--- src/rtl/hazard_scoreboard.sv ---
// D-stage stall/forward controller: shadow pipeline of (dest, Tnew) for STAGES stages after D,
// MDU busy countdown, per-source forward selects and synchronous flush.
module hazard_scoreboard #(
    parameter  int unsigned STAGES   = 2,
    parameter  int unsigned AW       = 5,
    parameter  int unsigned TW       = 2,
    parameter  int unsigned MULT_CYC = 5,
    parameter  int unsigned DIV_CYC  = 10,
    localparam int unsigned SW       = $clog2(STAGES + 1)
) (
    input  logic          clk,
    input  logic          reset,
    input  logic          D_valid,
    input  logic [AW-1:0] D_a1,
    input  logic [AW-1:0] D_a2,
    input  logic [TW-1:0] D_tuse1,
    input  logic [TW-1:0] D_tuse2,
    input  logic [AW-1:0] D_a3,
    input  logic [TW-1:0] D_tnew,
    input  logic          D_is_md,
    input  logic          D_md_start,
    input  logic          D_md_is_div,
    input  logic          flush,
    output logic          do_stall,
    output logic [SW-1:0] fwd_sel1,
    output logic [SW-1:0] fwd_sel2,
    output logic          mdu_busy
);

    localparam int unsigned MAXC = (DIV_CYC > MULT_CYC) ? DIV_CYC : MULT_CYC;
    localparam int unsigned CW   = $clog2(MAXC + 1);

    logic [AW-1:0] ent_a3   [1:STAGES];
    logic [TW-1:0] ent_tnew [1:STAGES];
    logic          md_pend;
    logic          md_div;
    logic [CW-1:0] busy_cnt;
    logic          stall_r;
    logic          stall_md;

    function automatic logic [TW-1:0] sat_dec(input logic [TW-1:0] t);
        return (t == '0) ? '0 : t - TW'(1);
    endfunction

    // Scan oldest to youngest so the youngest matching producer ends up selected.
    always_comb begin
        stall_r  = 1'b0;
        fwd_sel1 = '0;
        fwd_sel2 = '0;
        for (int unsigned k = STAGES; k >= 1; k--) begin
            if (ent_a3[k] != '0) begin
                if (ent_a3[k] == D_a1) begin
                    fwd_sel1 = SW'(k);
                    if (D_tuse1 < ent_tnew[k]) stall_r = 1'b1;
                end
                if (ent_a3[k] == D_a2) begin
                    fwd_sel2 = SW'(k);
                    if (D_tuse2 < ent_tnew[k]) stall_r = 1'b1;
                end
            end
        end
        if (!D_valid) begin
            stall_r  = 1'b0;
            fwd_sel1 = '0;
            fwd_sel2 = '0;
        end
    end

    always_comb begin
        stall_md = D_valid & D_is_md & (md_pend | (busy_cnt != '0));
        do_stall = stall_r | stall_md;
        mdu_busy = (busy_cnt != '0);
    end

    always_ff @(posedge clk or posedge reset) begin
        if (reset) begin
            for (int unsigned k = 1; k <= STAGES; k++) begin
                ent_a3[k]   <= '0;
                ent_tnew[k] <= '0;
            end
            md_pend  <= 1'b0;
            md_div   <= 1'b0;
            busy_cnt <= '0;
        end else begin
            if (flush) begin
                for (int unsigned k = 1; k <= STAGES; k++) begin
                    ent_a3[k]   <= '0;
                    ent_tnew[k] <= '0;
                end
                md_pend <= 1'b0;
            end else begin
                for (int unsigned k = 1; k < STAGES; k++) begin
                    ent_a3[k+1]   <= ent_a3[k];
                    ent_tnew[k+1] <= sat_dec(ent_tnew[k]);
                end
                if (do_stall || !D_valid) begin
                    ent_a3[1]   <= '0;
                    ent_tnew[1] <= '0;
                end else begin
                    ent_a3[1]   <= D_a3;
                    ent_tnew[1] <= D_tnew;
                end
                md_pend <= ~do_stall & D_valid & D_md_start;
                md_div  <= D_md_is_div;
            end
            // The MDU is never cancelled by flush: a pending start still loads the counter.
            if (md_pend)
                busy_cnt <= md_div ? CW'(DIV_CYC) : CW'(MULT_CYC);
            else if (busy_cnt != '0)
                busy_cnt <= busy_cnt - CW'(1);
        end
    end

endmodule

--- config.mk ---
export PLATFORM = sky130hd
export DESIGN_NAME = hazard_scoreboard
export DESIGN_NICKNAME = d
export VERILOG_FILES = /design/src/rtl/hazard_scoreboard.sv
export SDC_FILE = /design/constraint.sdc
export NUM_CORES = 1
export LEC_CHECK = 0
export CAP_MARGIN = 20
export CORE_ASPECT_RATIO = 0.75
export CORE_MARGIN = 5
export CORE_UTILIZATION = 39
export CTS_BUF_LIST = sky130_fd_sc_hd__clkbuf_4 sky130_fd_sc_hd__clkbuf_8
export CTS_CLUSTER_DIAMETER = 80
export DETAILED_ROUTE_END_ITERATION = 12
export PLACE_DENSITY = 0.77
export RECOVER_POWER = 50
export SETUP_SLACK_MARGIN = 0.05
export SYNTH_ARGS = -nofsm -noshare
export SYNTH_HDL_FRONTEND = slang
export SYNTH_SLANG_ARGS = --single-unit
export TNS_END_PERCENT = 1
--- constraint.sdc ---
create_clock -name clk -period 2.3 [get_ports clk]
set_input_delay 0.23 -clock clk [delete_from_list [all_inputs] [get_ports clk]]
set_output_delay 0.23 -clock clk [all_outputs]
set_load 0.01 [all_outputs]
# Yosys cells after proc, flatten, opt, wreduce, memory -nomap -nowiden
# Cells that the tools add are included.
[word_totals]
input_bits = 28
reg_bits = 20
elab_cells = 61
out_inout_bits = 6
[classes]
n_reduce_logical = 7
muxes = 30
eq_ne = 4
n_bitwise = 7
addsub = 2
order_cmp = 4
[op_table]
columns = ["cell", "n"]
rows = [
  ["$mux W2", 12],
  ["$eq A5 B5 Y1", 4],
  ["$mux W4", 4],
  ["$mux W1", 12],
  ["$mux W10", 1],
  ["$reduce_bool A5 Y1", 2],
  ["$lt A2 B2 Y1", 4],
  ["$mux W5", 1],
  ["$and A1 B1 Y1", 4],
  ["$reduce_bool A4 Y1", 1],
  ["$sub A4 B1 Y4 const B", 1],
  ["$logic_not A2 Y1", 1],
  ["$or A1 B1 Y1", 2],
  ["$reduce_bool A2 Y1", 1],
  ["$sub A2 B1 Y2 const B", 1],
  ["$logic_not A1 Y1", 1],
  ["$logic_or A1 B1 Y1", 1],
  ["$not A1 Y1", 1],
]

# Depth between registers and ports, before layout
[depth]
ltp_word = 17
ltp_mapped = 7
mapped_depth_nobuf = 7

# Worst setup path before layout
# No wires, ideal clock.
[synth_timing]
path_kind = "register to output"
from = "reg ent_a3[7] (netlist name)"
to = "out do_stall"
required_ns = 2.070
stages_incl_launch_ff = 6
t_arrival_ns = 1.559
n_path_buf = 0
path_slack_ns = 0.511
cell_sequence = "dfrtp_1 or4_4 nor2_4 nor4_1 a21o_1 o31a_1"
[synth_via]
elab_chain_len = 7
word_cells_on_any_way = 9
cone_classes = "eq/ne (2); mux (5); bitwise (1); reduce/logical (1)"
[synth_lines]
columns = ["item", "line_no", "rtl"]
rows = [
  ["start: declaration", "33", "logic [AW-1:0] ent_a3 [1:STAGES];"],
  ["start signal: indexed assignment", "93", "ent_a3[k+1] <= ent_a3[k];"],
  ["$eq A5 B5 Y1", "52", "if (ent_a3[k] == D_a1) begin"],
  ["$mux W1", "52", ""],
  ["$mux W1", "58", "if (D_tuse2 < ent_tnew[k]) stall_r = 1'b1;"],
  ["$mux W1", "56", "if (ent_a3[k] == D_a2) begin"],
  ["$mux W1 *", "51", "if (ent_a3[k] != '0) begin"],
  ["$mux W1 *", "62", "if (!D_valid) begin"],
  ["$or A1 B1 Y1 *", "71", "do_stall = stall_r | stall_md;"],
  ["end: declaration", "24", "output logic do_stall,"],
]
# Mark *: on every way between the ends. The rest lies on a longest branch, timed or not.

# Worst setup path in the final report
# Same ends and word-level chain as after synthesis.

==> impl_metrics.ini <==
[run_status]
status = finished with violations
violations = negative setup slack

[worst_hold_path]
whs_endpoint = ent_a3[5]
hold_path_class = input port to register
min_from = D_a3[0]
holdPathStages = 3

[timing]
rsz0062_at_grt = true
finClkSkew_ps = 2.77
finalHoldViolCount = 0
fin_ws_ps = -15.4
max_slew_margin = 0.503
fin_crit_sh = 1.01
worst_pin_slew_ps = 745
max_freq_ghz = 0.432
finalCriticalPeriod_ps = 2320
tns_ps = -15.4
setup-violations-final = 1
finalMaxSlewViolations = 0

[clocking]
root_buffer = clkbuf_8
hold_buffers = 0
clock_sinks = 20
cts_buffers = 3
cts.path.max_buffers = 2
htreeDepth = 1
cts_setup_buffers = 0
path_clk_slew_ps = 70
cts_tree = yes
clk_latency_ps = 260

[pwr]
p_leak_nw = 0.799
totalPowerFinal_mw = 1.07
power.density_mw_per_mm2 = 614
ir_drop_mv = 0.412

[floorplanning]
core_area_mm2 = 0.00296
dieHeight_um = 58.2
initial_utilization = 0.408
io_pins = 34
rows = 17
die_w_um = 74.2
die_area_mm2 = 0.00432

[placement]
gp_congestion = 0.810
dpl_cell_area_mm2 = 0.00168
dp.cells = 210
numPortBuffers = 33
dp.final_hpwl_um = 2520

[global_routing]
grt_usage = 0.154
antenna_found_initial = 0
gr-total-overflow = 0
grt_max_degree = 21
grt_pass1_wl_um = 5020
grt_pass1_vias = 1064

[finish]
drive_gt1_frac = 0.142
fin_area_mm2 = 0.00174
final_cell_mix = clkdlybuf4s50_1, dfrtp_1, xor2_1, nor3_1, buf_4
fin_util = 0.588
fin_nets = 211
fillerInstances = 269
finalNonFillerCells = 214
antennaDiodeCount = 0
layout_commonest_cell = clkdlybuf4s50_1
areaGrowthSynthToFinish_pct = 44.2

[synthesis]
synth.distinct_cells = 27
syn-instance-count = 127
ys_seq_area_frac = 0.415
ys_warn_count = 0
netlist_area_mm2 = 0.00121
synth_seq_cells = 20
synth_nets = 161
syn_avg_cell_area_um2 = 9.50

[worst_setup_path]
slowest_stage = or4_4
r2r.worst_path.cells = 6
end_kind = output pin
crit_arrival_ps = 2090
worstSetupStartpointType = register
rr_startpoint = ent_a3[7]
reg2reg_setup_slack_ps = 290
rr_endpoint = ent_tnew[3]
required_ps = 2070
crit_chain = or4_4 -> nor2_4 -> nor4_2 -> a21o_1 -> o31a_1 -> dlygate4sd2_1
crit_type = register to output pin
max_stage_delay_ps = 550
crit_path_max_fanout = 2

[drt]
avgViaCountPerCell = 4.98
drc = 0
ant_nets = 0
first_pass_iters = 4
drt_iter0_drc = 51
wirelength_um = 3020
wl_per_cell_um = 14.1
vias = 1066

[run]
max_cap_viol_count = 0
[synthesized netlist by cell type]
cell      instances  share of area
a21oi_1           6          0.025
o21ai_0           2         0.0083
xnor2_1           8          0.058
o21a_1            3          0.019
nand2_1          10          0.031
o31ai_1           1         0.0062
nor3_1           14          0.058
buf_1             1         0.0031
ha_1              6          0.062
xor2_1           14           0.10
inv_1             6          0.019
and2_1            4          0.021
nand2b_1          5          0.026
a221o_1           1         0.0083
o31a_1            1         0.0073
nor3b_1           1         0.0062
or3_1             1         0.0052
nor2_4            1         0.0093
or4_1             1         0.0062
or4_4             1         0.0093
dfrtp_1          20           0.41
nor2b_1           6          0.031
nor4_1            2          0.010
a21o_1            2          0.012
nor2_1            5          0.016
mux2_2            1         0.0093
nand3_1           4          0.017
[flip-flops by register name, indices dropped and copies added (netlist names)]
register,cells
md_pend,1
busy_cnt,4
md_div,1
ent_tnew,4
ent_a3,10
[power by group]
group	internal (mW)	leakage [nW]	switching, mW	total [mW]
clock network	0.152	0.0288	0.111	0.263
registers	0.401	0.266	0.0367	0.438
logic	0.200	0.505	0.167	0.367
total	0.753	0.799	0.315	1.07
[worst max path at each step]
stage | start | to | slack (ps) | depth (start not counted)
6_report | ent_a3[7] | do_stall | -20 | 6
5_1_grt | ent_a3[7] | do_stall | -110 | 6
4_1_cts | ent_a3[8] | fwd_sel2[0] | -150 | 7
3_5_place_dp | D_a2[0] | fwd_sel2[0] | -100 | 7
3_3_place_gp | D_a2[3] | fwd_sel2[0] | -70 | 7
2_1_floorplan | ent_a3[7] | do_stall | 510 | 5
[through the flow]
stage                     worst slack [ps]  hold WS [ps]
after floorplan                        511           194
after global placement               -68.6           474
after detailed placement              -105           475
after CTS                             -150           415
after global routing                  -108           482
final                                -15.4           489
[critical path, delay by kind of cell (launching register included)]
kind / cells / cell delay (ps)
AND/OR/NAND/NOR: 3 / 750
AO/OA/AOI/OAI: 2 / 420
flip-flops: 1 / 380
buffers and inverters: 1 / 280
[per-layer routing]
layer,vias to the layer above,global-route usage,part of all wire
met3,4,0.0243,0.058
met1,503,0.215,0.46
met2,31,0.247,0.47
met5,-,0,0
li1,528,-,-
met4,0,0.0457,0.011
[cell families (layout without fill, tap and decap cells)]
logic type,count (synthesis),after routing,synth area share
flip-flops,20,20,0.415
adder cells (fa/ha/maj),6,6,0.0622
AND/OR/NAND/NOR,55,55,0.246
buffers and inverters,7,56,0.0218
XOR/XNOR,22,22,0.160
AO/OA/AOI/OAI,16,16,0.0861
multiplexers,1,1,0.00934
[repair_timing]
action | in CTS | in global routing
setup endpoints to repair | 5 | 5
pin swaps | 0 | 1
gates resized for setup | 7 | 6
[layout make-up]
class,count,area (µm²),area share
multi-input combinational,100,694,0.399
sequential,20,500,0.288
inverter,6,22.5,0.0129
clock buffer,4,55.1,0.0317
tap,38,47.5,0.0273
timing repair buffer,46,419,0.241
Note: power is estimated with default switching activity, not from simulation.
